[config.mk]
export PLATFORM = sky130hd
export DESIGN_NAME = cell_config_loader
export DESIGN_NICKNAME = d
export VERILOG_FILES = /design/src/rtl/cell_config_loader.sv
export SDC_FILE = /design/constraint.sdc
export NUM_CORES = 1
export LEC_CHECK = 0
export CORE_MARGIN = 2
export CORE_UTILIZATION = 47
export DETAILED_ROUTE_END_ITERATION = 8
export PLACE_DENSITY = 0.78
export SYNTH_ARGS = -nofsm -noshare
export SYNTH_HDL_FRONTEND = slang
export SYNTH_SLANG_ARGS = --single-unit
[constraint.sdc]
create_clock -name clk -period 1.91 [get_ports clk]
set_input_delay 0.382 -clock clk [delete_from_list [all_inputs] [get_ports clk]]
set_output_delay 0.382 -clock clk [all_outputs]
set_load 0.02 [all_outputs]
[src/rtl/cell_config_loader.sv]
// Loads a chromosome of 4-bit configuration words into an array of cells, one cell at a time.
// Every strobe and the cell reset come straight from flops, so the cells' edge-sensitive write inputs never see glitches.
module cell_config_loader #(
    parameter int NUM_CELLS = 16,
    parameter int IDX_W     = 4
) (
    input  logic                 clk,
    input  logic                 rst,
    input  logic                 start,
    input  logic                 abort,
    input  logic [3:0]           cfg_data,
    input  logic                 cfg_valid,
    output logic                 cfg_ready,
    output logic [3:0]           set_ram,
    output logic [NUM_CELLS-1:0] we_ram,
    output logic                 cell_rst,
    output logic [IDX_W-1:0]     cell_idx,
    output logic                 busy,
    output logic                 done
);

    localparam logic [2:0] S_IDLE   = 3'd0;
    localparam logic [2:0] S_CLEAR  = 3'd1;
    localparam logic [2:0] S_WAIT   = 3'd2;
    localparam logic [2:0] S_SETUP  = 3'd3;
    localparam logic [2:0] S_STROBE = 3'd4;
    localparam logic [2:0] S_HOLD   = 3'd5;
    localparam logic [2:0] S_FINISH = 3'd6;

    localparam logic [IDX_W-1:0] LAST_IDX = IDX_W'(NUM_CELLS - 1);

    logic [2:0]           state_q, state_d;
    logic [IDX_W-1:0]     cell_idx_q, cell_idx_d;
    logic [3:0]           set_ram_q, set_ram_d;
    logic [NUM_CELLS-1:0] we_ram_q, we_ram_d;
    logic                 cell_rst_q, cell_rst_d;
    logic                 busy_q, busy_d;
    logic                 done_q, done_d;

    // abort overrides every transition, including a start seen in IDLE
    always_comb begin
        state_d    = state_q;
        cell_idx_d = cell_idx_q;
        set_ram_d  = set_ram_q;
        if (abort) begin
            state_d    = S_IDLE;
            cell_idx_d = '0;
        end else begin
            case (state_q)
                S_IDLE: begin
                    if (start) begin
                        state_d = S_CLEAR;
                    end
                end
                S_CLEAR: begin
                    cell_idx_d = '0;
                    state_d    = S_WAIT;
                end
                S_WAIT: begin
                    if (cfg_valid) begin
                        set_ram_d = cfg_data;
                        state_d   = S_SETUP;
                    end
                end
                S_SETUP: begin
                    state_d = S_STROBE;
                end
                S_STROBE: begin
                    state_d = S_HOLD;
                end
                S_HOLD: begin
                    if (cell_idx_q == LAST_IDX) begin
                        state_d = S_FINISH;
                    end else begin
                        cell_idx_d = cell_idx_q + IDX_W'(1);
                        state_d    = S_WAIT;
                    end
                end
                S_FINISH: begin
                    cell_idx_d = '0;
                    state_d    = S_IDLE;
                end
                default: begin
                    cell_idx_d = '0;
                    state_d    = S_IDLE;
                end
            endcase
        end
    end

    // Outputs are precomputed from the next state so they leave a flop directly.
    always_comb begin
        we_ram_d = '0;
        if (state_d == S_STROBE) begin
            we_ram_d = NUM_CELLS'(1) << cell_idx_d;
        end
        cell_rst_d = (state_d == S_CLEAR);
        busy_d     = (state_d != S_IDLE);
        done_d     = (state_d == S_FINISH);
    end

    always_ff @(posedge clk or posedge rst) begin
        if (rst) begin
            state_q    <= S_IDLE;
            cell_idx_q <= '0;
            set_ram_q  <= '0;
            we_ram_q   <= '0;
            cell_rst_q <= 1'b0;
            busy_q     <= 1'b0;
            done_q     <= 1'b0;
        end else begin
            state_q    <= state_d;
            cell_idx_q <= cell_idx_d;
            set_ram_q  <= set_ram_d;
            we_ram_q   <= we_ram_d;
            cell_rst_q <= cell_rst_d;
            busy_q     <= busy_d;
            done_q     <= done_d;
        end
    end

    assign cfg_ready = (state_q == S_WAIT) && !abort;
    assign set_ram   = set_ram_q;
    assign we_ram    = we_ram_q;
    assign cell_rst  = cell_rst_q;
    assign cell_idx  = cell_idx_q;
    assign busy      = busy_q;
    assign done      = done_q;

endmodule

* Yosys cells after proc, flatten, opt, wreduce, memory -nomap -nowiden
Index checks and enable logic that the tools add are counted.
** Storage, ports and cells
- Bits in registers :: 30
- Input port bits :: 9
- Logic and storage cells :: 34
** Operators by class
- Eq/ne operators :: 9
- $add $sub $neg :: 1
- Mux-type cells :: 9
- Bitwise operators :: 1
- Shift-type cells :: 1
- Reductions and logical operators :: 6
** Operators with widths (number)
- one-hot mux 3 bit (6 select lines) :: 1
- two-way mux 16 bit :: 1
- left shift 1 x 4 -> 16 bit (first input constant) :: 1
- == test 3 bit (second input constant) :: 4
- two-way mux 3 bit :: 4
- two-way mux 4 bit :: 2
- one-hot mux 4 bit (2 select lines) :: 1
- == test 3 x 1 -> 1 bit (second input constant) :: 2
- == test 3 x 2 -> 1 bit (second input constant) :: 2
- adder 4 x 1 -> 4 bit (second input constant) :: 1
- == test 4 bit (second input constant) :: 1
- OR reduction 4 bit :: 1
- zero test 3 bit :: 1
- AND reduction 3 bit :: 1
- nonzero test 3 bit :: 1
- logical AND 1 bit :: 1
- zero test 1 bit :: 1
- NOT 1 bit :: 1

* Logic depth before layout (Yosys ltp)
- Word-level depth :: 6
- Mapped depth :: 5

* Least setup slack after synthesis
No wires, ideal clock.
- Path type :: register -> register
- Start :: register cell_idx_q[1] (netlist: cell_idx[1])
- End :: register we_ram_q[7] (netlist: we_ram[7])
- Stages on the path, launching flop included :: 6
- Setup slack :: 0.146 ns
- Arrival time :: 1.627 ns
- Path through :: dfrtp_1 ha_1 and3_1 a311o_1 o2bb2ai_2 nor3_1
** On the way
- Word-level cells in the longest chain between the ends :: 6
** RTL lines
- start, declared :: line 33 : logic [IDX_W-1:0] cell_idx_q, cell_idx_d;
- start signal, assigned :: line 113 : cell_idx_q <= cell_idx_d;
- adder 4 x 1 -> 4 bit / == test 4 bit (equally long branches) :: line 75, 72
- two-way mux 4 bit / two-way mux 3 bit (equally long branches) :: line 72 : if (cell_idx_q == LAST_IDX) begin
- one-hot mux 4 bit (2 select lines) / one-hot mux 3 bit (6 select lines) (equally long branches) :: line 49 : case (state_q)
- two-way mux 4 bit / two-way mux 3 bit (equally long branches) :: line 45 : if (abort) begin
- left shift 1 x 4 -> 16 bit / == test 3 bit (equally long branches) :: line 95, 94
- two-way mux 16 bit (*) :: line 94 : if (state_d == S_STROBE) begin
- named net we_ram_d[7] :: line 35 : logic [NUM_CELLS-1:0] we_ram_q, we_ram_d;
- end signal, assigned :: line 115 : we_ram_q <= we_ram_d;
- end, declared :: line 35
Mark *: on every way through the listed nets, which the timed path passes. The rest lies on a longest branch.
A chain may end at the register's enable or synchronous reset.

* Worst setup path after layout
- Start :: register cell_idx_q[0] (netlist: cell_idx[0])
- End :: register we_ram_q[7] (netlist: we_ram[7])
Same word-level chain as after synthesis.

==> impl_metrics.ini <==
[synthesis]
synth_edf_count = 0
synth-simple-area-share_pct = 26.8
count_of_synthesis_stage_warnings_from_yosys = 0
postSynthCellCount = 116
synthXorXnorAreaFrac_pct = 0
syn-num-nets = 126
syn-mean-instance-area_um2 = 12.0
synth-async-reset-ratio_pct = 100
synthMuxAreaShare_pct = 5.03
fraction_of_the_mapped_netlist_area_in_adder_cells_pct = 0.898
synth_compound_gate_area_share_pct = 9.34
synthesis.area_um2 = 1390
main_combinational_cell_family_by_area_after_synthesis = simple AND/OR/NAND/NOR gates
synth_seq_cells = 30
synth_seq_area_share_pct = 53.9
synth_top_flop_cell = dfrtp_1
post_synth_cell_types = 48

[critical_path]
worstPathCellList = ha_1 > and3_1 > a311o_1 > o2bb2ai_2 > nor3_1
path_delay_family = compound AO/OA/AOI/OAI gates
critPathRequiredTime_ns = 2.11
cp.buffers_inverters = 0
critPathKind = flip-flop to flip-flop
critPathMaxStageDelay_ns = 0.41
worst-path-stages = 5
critical_path_arrival_ns = 2.03
critical_path_peak_fanout = 7
crit_path_start_kind = flip-flop
r2r.worst_path.cells = 5
worstSetupEndpointType = flip-flop
crit_slowest_cell = a311o_1

[timing]
final.setup.worst_slack_ns = 0.0751
final_setup_viols = 0
worst-slew-pin-transition_ns = 0.430
slew-limit-headroom_pct = 71.3
timing.clock.skew_ns = 0.0117
hold_viol_final = 0
rsz0062_at_grt = yes
achievable-frequency_ghz = 0.545
slew_viol_final = 0
layout_worst_path_cycle_share_pct = 96.1
min_period_ns = 1.83
fin_setup_tns_ns = 0

[pwr]
total_leakage_power_nw = 0.853
combinational_group_share_of_total_power_pct = 18.3
power_switching_mw = 0.374
p_sw_share_pct = 25.7
cellPowerDensity_nw_per_um2 = 755
cellInternalPower_mw = 1.08
seq_power_share_pct = 48.1
vdd_drop_max_mv = 0.648
share_clk_of_total_power_pct = 33.6

[cells_and_area]
post_route_cells_drive_above_1_share_pct = 22.9
layout.filler_cells = 222
layout.cells.most_common = clkdlybuf4s50_1
num_antenna_cells = 0
nNetsFinal = 175
area_overhead_vs_synth_pct = 38.6
final_cell_mix = clkdlybuf4s50_1, dfrtp_1, buf_4
final_cell_count_without_fillers = 197

[run]
timing.max_cap.violations = 0

[die]
io-pin-count = 37
die_boundary_width_um = 58.5
placeableCoreArea_um2 = 2780
die-height_um = 58.5
placement_rows = 19
overall_die_area_um2 = 3420
initial_utilization_pct = 50.1

[routing]
post_drt_wl_per_cell_um = 14.4
detail-route-antenna-nets = 0
remaining_routing_drc_violations = 0
totalWireLength_um = 2840
dr_total_vias = 1076
drt_pass1_iterations = 4
drt_first_iter_violations = 15
drt-vias-per-instance = 5.46

[global_route]
grt_max_degree = 31
gr-total-overflow = 0
wire_length_of_the_first_global_routing_pass_um = 4850
first_global_vias = 1076
initial_antenna_violation_count = 0
grt_use_total_pct = 19.3

[place]
placedCellCount = 189
routabilityCongestion = 0.867
port-buffer-count = 36
post-dp-hpwl_um = 2110
place_ws_ns = -0.123

[clock_tree]
h-tree-depth = 2
cts-root-buf = clkbuf_4
tritoncts = done
hold_buffer_count_at_cts = 0
cts.reportedPaths.clkPinSlew_ns = 0.10
clock_tree.buffer_depth = 2
cts_num_sinks = 30
clk-insertion-delay-late_ns = 0.33
cts_buffers = 5

[status]
status = complete, no violations

[worst_hold_path]
min_path_type = primary input to async pin
cell type report:
type	count	area, µm²	area share (%)
clock buffers	5	37.5	1.94
clock inverters	3	40.0	2.07
inverters	2	7.51	0.389
multi-input cells	77	596	30.8
flip-flops and latches	30	751	38.9
well taps	31	38.8	2.01
repair buffers	49	462	23.9
cells in the mapped netlist (all sizes together) (2+ instances only):
master    n  share of area, %
o2bb2ai   2               1.7
inv       2              0.54
and2      3               1.3
nor2      3              0.99
nor3b     2               1.4
nor3     15               7.2
nor4      6               3.1
dfrtp    30                54
clkbuf    2              0.63
nor2b     3               2.1
nand2b    2              0.90
mux2      5               4.3
a21oi     6               2.4
o21ai     2              0.72
a211oi    2               1.1
and3b     2               1.5
nand4b    2               1.3
nand2     8               2.3
nand3     2               1.6
buf       5               2.9
final timing paths:
kind                             startpoint    endpoint  slack, ns
worst max-delay path            cell_idx[0]   we_ram[7]       0.08
worst min-delay path                    rst   we_ram[5]       0.43
worst max register to register  cell_idx[0]   we_ram[7]       0.08
worst min register to register   set_ram[3]  set_ram[3]       0.50
max in group asynchronous               rst  we_ram[10]       1.21
min in group clk                 set_ram[3]  set_ram[3]       0.50
worst register-to-register path, stage by stage (launching register included):
cell       delay, ns
dfrtp_1         0.39
ha_1            0.30
and3_1          0.29
a311o_1         0.41
o2bb2ai_2       0.23
nor3_1          0.08
registers in the layout, indices dropped and copies added (netlist names):
register / count
set_ram: 4
busy: 1
done: 1
cell_idx: 4
we_ram: 16
cell_rst: 1
state_q: 3
per-stage QoR:
stage	cell area [µm²]	hold slack, ns	utilization, %	total power, mW
after floorplan	1390	0.473	-	0.852
after global placement	1840	0.478	66.2	0.977
after detailed placement	1840	0.486	66.2	0.983
after CTS	1920	0.445	69.0	1.48
after global routing	1930	0.477	69.5	1.53
final	1930	0.432	69.5	1.46
power by group through the flow:
stage | Sequential, mW | Combinational, mW | Clock, mW
after floorplan | 0.764 | 0.0878 | 0
after CTS | 0.702 | 0.269 | 0.505
after detailed placement | 0.715 | 0.269 | 0
after global routing | 0.709 | 0.283 | 0.534
after global placement | 0.712 | 0.265 | 0
final | 0.701 | 0.267 | 0.490
kinds of logic (layout without fill, tap and decap cells):
logic type / after synthesis / count (layout)
AO/OA/AOI/OAI: 17 / 17
adder cells (fa/ha/maj): 1 / 1
buffers and inverters: 9 / 59
flip-flops: 30 / 30
AND/OR/NAND/NOR: 53 / 53
multiplexers: 6 / 6
layer usage:
layer	part of all wire (%)	global-route usage, %	wire, µm	vias up
met5	0	0	0	-
met4	2.2	9.97	61	0
met3	4.5	4.84	127	8
met2	49	31.3	1380	30
met1	45	23.7	1270	518
li1	-	-	-	520
timing repair:
item                       4_1_cts  5_1_grt
buffers inserted                 0        0
pin swaps                        0        0
setup endpoints to repair        1        5
resized for setup                1        3
Note: power is estimated with default switching activity, not from simulation.
